<file path="config.mk">
export PLATFORM = sky130hd
export DESIGN_NAME = key_debouncer
export DESIGN_NICKNAME = d
export VERILOG_FILES = /design/src/rtl/key_debouncer.sv
export SDC_FILE = /design/constraint.sdc
export NUM_CORES = 1
export LEC_CHECK = 0
export CAP_MARGIN = 40
export CELL_PAD_IN_SITES_DETAIL_PLACEMENT = 1
export CELL_PAD_IN_SITES_GLOBAL_PLACEMENT = 1
export CORE_MARGIN = 5
export CORE_UTILIZATION = 49
export CTS_CLUSTER_SIZE = 30
export DETAILED_ROUTE_END_ITERATION = 7
export PLACE_DENSITY_LB_ADDON = 0.1
export SLEW_MARGIN = 25
export SYNTH_ARGS = -nofsm -noshare
export SYNTH_HDL_FRONTEND = slang
export SYNTH_SLANG_ARGS = --single-unit
</file>
<file path="constraint.sdc">
create_clock -name clk -period 6.2 [get_ports clk]
set_clock_uncertainty 0.1 [all_clocks]
set_input_delay 1.24 -clock clk [delete_from_list [all_inputs] [get_ports clk]]
set_output_delay 1.24 -clock clk [all_outputs]
set_load 0.01 [all_outputs]
</file>
<file path="src/rtl/key_debouncer.sv">
// Per-key push-button conditioner: two-flop synchronizer, saturating stability
// filter, clean active-high levels and registered one-cycle press/release strobes.
module key_debouncer #(
  parameter int NKEYS           = 4,
  parameter int DEBOUNCE_CYCLES = 50000,
  parameter int CNT_BITS        = 16,
  parameter int ACTIVE_LOW      = 1
) (
  input  logic             clk,
  input  logic             reset,
  input  logic [NKEYS-1:0] keys_raw,
  output logic [NKEYS-1:0] keys,
  output logic [NKEYS-1:0] press,
  output logic [NKEYS-1:0] release_stb,
  output logic             changed
);

  localparam logic [CNT_BITS-1:0] LAST = CNT_BITS'(DEBOUNCE_CYCLES - 1);
  localparam logic [CNT_BITS-1:0] ONE  = CNT_BITS'(1);

  logic [NKEYS-1:0]    pressed_level;
  logic [NKEYS-1:0]    s1;
  logic [NKEYS-1:0]    s2;
  logic [CNT_BITS-1:0] cnt     [NKEYS];
  logic [CNT_BITS-1:0] cnt_nxt [NKEYS];
  logic [NKEYS-1:0]    keys_nxt;
  logic [NKEYS-1:0]    press_nxt;
  logic [NKEYS-1:0]    release_nxt;

  assign pressed_level = (ACTIVE_LOW != 0) ? ~keys_raw : keys_raw;

  // Filter: any sample agreeing with the accepted level restarts the count, so
  // only an unbroken run of DEBOUNCE_CYCLES disagreeing samples flips a key.
  always_comb begin
    cnt_nxt     = cnt;
    keys_nxt    = keys;
    press_nxt   = '0;
    release_nxt = '0;
    for (int k = 0; k < NKEYS; k++) begin
      if (s2[k] == keys[k]) begin
        cnt_nxt[k] = '0;
      end else if (cnt[k] == LAST) begin
        keys_nxt[k]    = s2[k];
        cnt_nxt[k]     = '0;
        press_nxt[k]   = s2[k];
        release_nxt[k] = ~s2[k];
      end else begin
        cnt_nxt[k] = cnt[k] + ONE;
      end
    end
  end

  // Strobes are registered alongside keys so they coincide with the new level.
  always_ff @(posedge clk) begin
    if (reset) begin
      s1          <= '0;
      s2          <= '0;
      keys        <= '0;
      press       <= '0;
      release_stb <= '0;
      changed     <= 1'b0;
      for (int k = 0; k < NKEYS; k++) cnt[k] <= '0;
    end else begin
      s1          <= pressed_level;
      s2          <= s1;
      keys        <= keys_nxt;
      press       <= press_nxt;
      release_stb <= release_nxt;
      changed     <= |(press_nxt | release_nxt);
      for (int k = 0; k < NKEYS; k++) cnt[k] <= cnt_nxt[k];
    end
  end

endmodule

</file>
==> Implementation_results.wiki <==
{| class="wikitable"
! Metric !! Value
|-
| FF-to-FF setup slack || 3990 ps
|-
| Post-synthesis area per instance || 9.06 um^2
|-
| Yosys warnings || 0
|-
| Post-synth net total || 407
|-
| Die Height || 95.7 um
|-
| Placement row count || 31
|-
| Category of the critical setup timing path || input pin to register
|-
| Worst min-delay path class || register to register
|-
| Number of cells on the worst reg-to-reg path || 4
|-
| Initial antenna violation count || 0
|-
| Number of cells after detailed placement || 503
|-
| Total power divided by cell area || 239 nW/um^2
|-
| Clock-pin slew on the worst setup and hold paths || 80 ps
|-
| Post-CTS Hold Fix Bufs || 0
|-
| XOR/XNOR share of the synthesized area || 0.134
|-
| Detailed router's first-iteration violation count || 34
|-
| Met1 track demand over resource || 0.213
|-
| Global Route Usage Sum || 0.183
|-
| Library cell with the largest summed area after synthesis || sky130_fd_sc_hd__dfxtp_1
|-
| Residual antenna-violating net count after detailed routing || 0
|-
| Peak Freq || 352 MHz
|-
| Top cell type's share of synthesized area || 0.473
|-
| Number of diodes added for antenna fixing || 0
|-
| Distinct cell type count after synthesis || 45
|-
| Number of logic stages on the critical path including buffering || 4
|-
| Die Footprint || 9150 um^2
|-
| Remaining Overflow, GRT || 0
|-
| Clk Latency, worst-skew pair || 350 ps
|-
| Number of buffers and inverters on the critical path || 1
|-
| Post-synthesis adder-cell area fraction || 0.0139
|-
| Number of vias per cell after detailed routing || 5.39
|-
| Max-Cap Viols || 0
|-
| Worst Setup End Kind || register
|-
| Clock period minus final worst setup slack || 2840 ps
|-
| Aggregate routed wire length || 7.55 mm
|-
| Endpoint of the worst setup timing path || cnt[18]$_SDFF_PP0_
|-
| Fraction of synthesized area in multiplexers || 0.00835
|-
| Number of instances in the synthesized netlist || 397
|-
| Synth Area in Compound Gates || 0.0212
|-
| Final net count || 425
|-
| Origin of the worst setup path || reset
|-
| Final Max Slew Viols || 0
|-
| Run status || finished clean
|-
| TritonCTS buffer count || 9
|-
| Netlist area before placement || 3600 um^2
|-
| Layout overhead on the synthesized area || 12.0%
|-
| Maximum resistive drop on vdd || 0.105 mV
|-
| Routed length per placed instance || 14.6 um
|-
| Maximum fanout along the worst path || 23
|-
| Detailed Place HPWL || 5.37 mm
|-
| Primary FF master, synth || sky130_fd_sc_hd__dfxtp_1
|-
| Clock sink count || 85
|-
| Top-Level Pins || 19
|-
| Number of cells upsized or downsized after cts || 0
|-
| Drt pass-1 iters || 4
|-
| Maximum number of pins on one net before global-route repair || 24
|-
| Endpoint of the worst-slack reg-to-reg timing path || cnt[35]$_SDFF_PP0_
|-
| Chain of cells forming the critical path || clkdlybuf4s50_1 > a21oi_1 > nand2b_1 > nor2_1
|-
| RSZ-0062 raised after global routing || no
|-
| Most heavily used metal layer in global routing || met2
|-
| Fraction of layout instances using a drive strength above 1 || 0.0622
|-
| Launching element type of the critical path || input pin
|-
| List of most frequent post-synthesis cells || sky130_fd_sc_hd__dfxtp_1 (85), sky130_fd_sc_hd__nor2_1 (78), sky130_fd_sc_hd__xnor2_1 (43)
|-
| Number of flip-flops and latches in the synthesized netlist || 85
|-
| Dominant combinational cell family by area after synthesis || simple AND/OR/NAND/NOR gates
|-
| CP max stage delay || 820 ps
|-
| Setup_tns || 0 ps
|-
| Slowest CP cell || sky130_fd_sc_hd__clkdlybuf4s50_1
|-
| Number of flops mapped to enable cells by yosys || 0
|-
| Global-route wire length before repair || 13.1 mm
|-
| Core outline area || 7210 um^2
|-
| Most instantiated library cell after synthesis || sky130_fd_sc_hd__dfxtp_1
|-
| Setup-violating endpoint count in the final report || 0
|-
| Root Buffer Master || sky130_fd_sc_hd__clkbuf_8
|-
| Number of global-route vias before repair || 2,838
|-
| Die span in x || 95.7 um
|-
| Worst R2R Start || cnt[41]$_SDFF_PP0_
|-
| Deepest level of the CTS H-tree || 3
|-
| Clock tree from TritonCTS || done
|-
| Met2 usage in global routing || 0.325
|-
| Kind of cell adding the most delay to the critical path || buffers and inverters
|-
| RD Place Congestion || 0.773
|-
| Met3 layer usage reported by global route || 0.0505
|-
| Buffer levels on the longest clock path || 2
|-
| Tightest slew margin relative to the limit || 0.465
|-
| Number of setup buffers added after CTS || 0
|-
| Initial core utilization || 0.499
|-
| DRC Markers || 0
|-
| Required @ worst endpoint || 6380 ps
|-
| Vias || 2,785
|-
| Proportion of register bits with asynchronous set or reset after synthesis || 0
|-
| Pleak || 0.00117 uW
|-
| Final Hold Viols || 0
|-
| Sequential area share after synthesis || 0.473
|-
| Count of buffers inserted at the top-level ports || 18
|-
| Endpoint arrival time on the critical path || 3020 ps
|-
| Simple-gate area share of the yosys netlist || 0.317
|-
| Actual slew at the worst max-slew pin || 800 ps
|-
| Post-route insts no fill || 517
|-
| Fraction of the cycle the final worst path needs || 0.459
|-
| Most area-consuming cells after synthesis || sky130_fd_sc_hd__dfxtp_1 (47%), sky130_fd_sc_hd__xnor2_1 (10%), sky130_fd_sc_hd__nor2_1 (8.1%), sky130_fd_sc_hd__nand4_1 (3.5%), sky130_fd_sc_hd__nand3_1 (3.2%)
|}
worst register-to-register path: cells and delay by family (launching register included):
kind | cells | cell delay [ps]
flops | 1 | 440
simple gates | 4 | 1560
how the worst min path moves through the flow:
stage                     start               end  slack (ps)  cells after the start
2_1_floorplan  s1[0]$_SDFF_PP0_  s2[0]$_SDFF_PP0_         310                      1
3_3_place_gp   s1[1]$_SDFF_PP0_  s2[1]$_SDFF_PP0_         320                      1
3_5_place_dp   s1[1]$_SDFF_PP0_  s2[1]$_SDFF_PP0_         330                      1
4_1_cts        s1[1]$_SDFF_PP0_  s2[1]$_SDFF_PP0_         340                      1
5_1_grt        s1[1]$_SDFF_PP0_  s2[1]$_SDFF_PP0_         340                      1
6_report       s1[1]$_SDFF_PP0_  s2[1]$_SDFF_PP0_         330                      1
power breakdown:
group	internal [uW]	leakage [uW]	total [uW]	switching [uW]
registers	549	0.000686	551	2.13
logic	5.53	0.000385	13.4	7.88
clock network	215	0.000102	399	184
total	769	0.00117	963	194
registers in the layout, summed over array words and instances (netlist names):
register / cells
cnt: 64
keys: 4
press: 4
release_stb: 4
s1: 4
s2: 4
changed: 1
metrics by stage:
stage          power (uW)  worst slack [ps]  hold WS [ps]  utilization  area, um^2
6_report              963              3360           331        0.559        4030
5_1_grt               998              3170           341        0.559        4030
4_1_cts               975              3340           339        0.559        4030
3_5_place_dp          577              2970           328        0.531        3830
3_3_place_gp          576              3060           316        0.531        3830
2_1_floorplan         571              4100           314            -        3600
cell families (layout without fill, tap and decap cells):
logic type / count (synthesis) / after routing
compound gates: 11 / 11
fa+ha+maj: 4 / 4
mux: 3 / 3
xor+xnor: 55 / 55
simple gates: 215 / 215
flops: 85 / 85
buf+inv: 24 / 45
cell type report:
cell class	instances	area (um^2)
Multi-Input combinational cell	288	1780
Clock buffer	13	169
Clock inverter	1	30.0
Timing Repair Buffer	18	180
Inverter	13	48.8
Tap cell	99	124
Sequential cell	85	1700
Fill cell	864	3180
cells in the final DEF, fill, tap and decap left out, types with 2 or more instances in the layout:
cell type	netlist	layout
sky130_fd_sc_hd__nor2_1	78	78
sky130_fd_sc_hd__dfxtp_1	85	85
sky130_fd_sc_hd__nand3_1	23	23
sky130_fd_sc_hd__and3_1	5	5
sky130_fd_sc_hd__or4_4	3	3
sky130_fd_sc_hd__xnor2_1	43	43
sky130_fd_sc_hd__nand2_1	13	13
sky130_fd_sc_hd__nor4bb_1	2	2
sky130_fd_sc_hd__clkbuf_8	0	12
sky130_fd_sc_hd__a21oi_1	6	6
sky130_fd_sc_hd__mux2i_1	3	3
sky130_fd_sc_hd__xor2_1	12	12
sky130_fd_sc_hd__nor4b_1	3	3
sky130_fd_sc_hd__or4b_1	2	2
sky130_fd_sc_hd__nor2b_1	4	4
sky130_fd_sc_hd__inv_1	13	13
sky130_fd_sc_hd__and4_1	2	2
sky130_fd_sc_hd__or2b_2	2	2
sky130_fd_sc_hd__clkdlybuf4s50_1	0	18
sky130_fd_sc_hd__nand2b_1	6	6
sky130_fd_sc_hd__nor3_1	21	21
sky130_fd_sc_hd__and2_1	2	2
sky130_fd_sc_hd__nand4_1	20	20
sky130_fd_sc_hd__nor4_1	17	17
sky130_fd_sc_hd__ha_1	4	4
sky130_fd_sc_hd__or3_1	2	2
per-layer routing:
layer,up-vias,routed length [um]
met1,1353,3450
met2,25,3810
li1,1396,-
met3,11,211
met4,0,91
met5,-,0
Power figures use the tool's default switching activity.
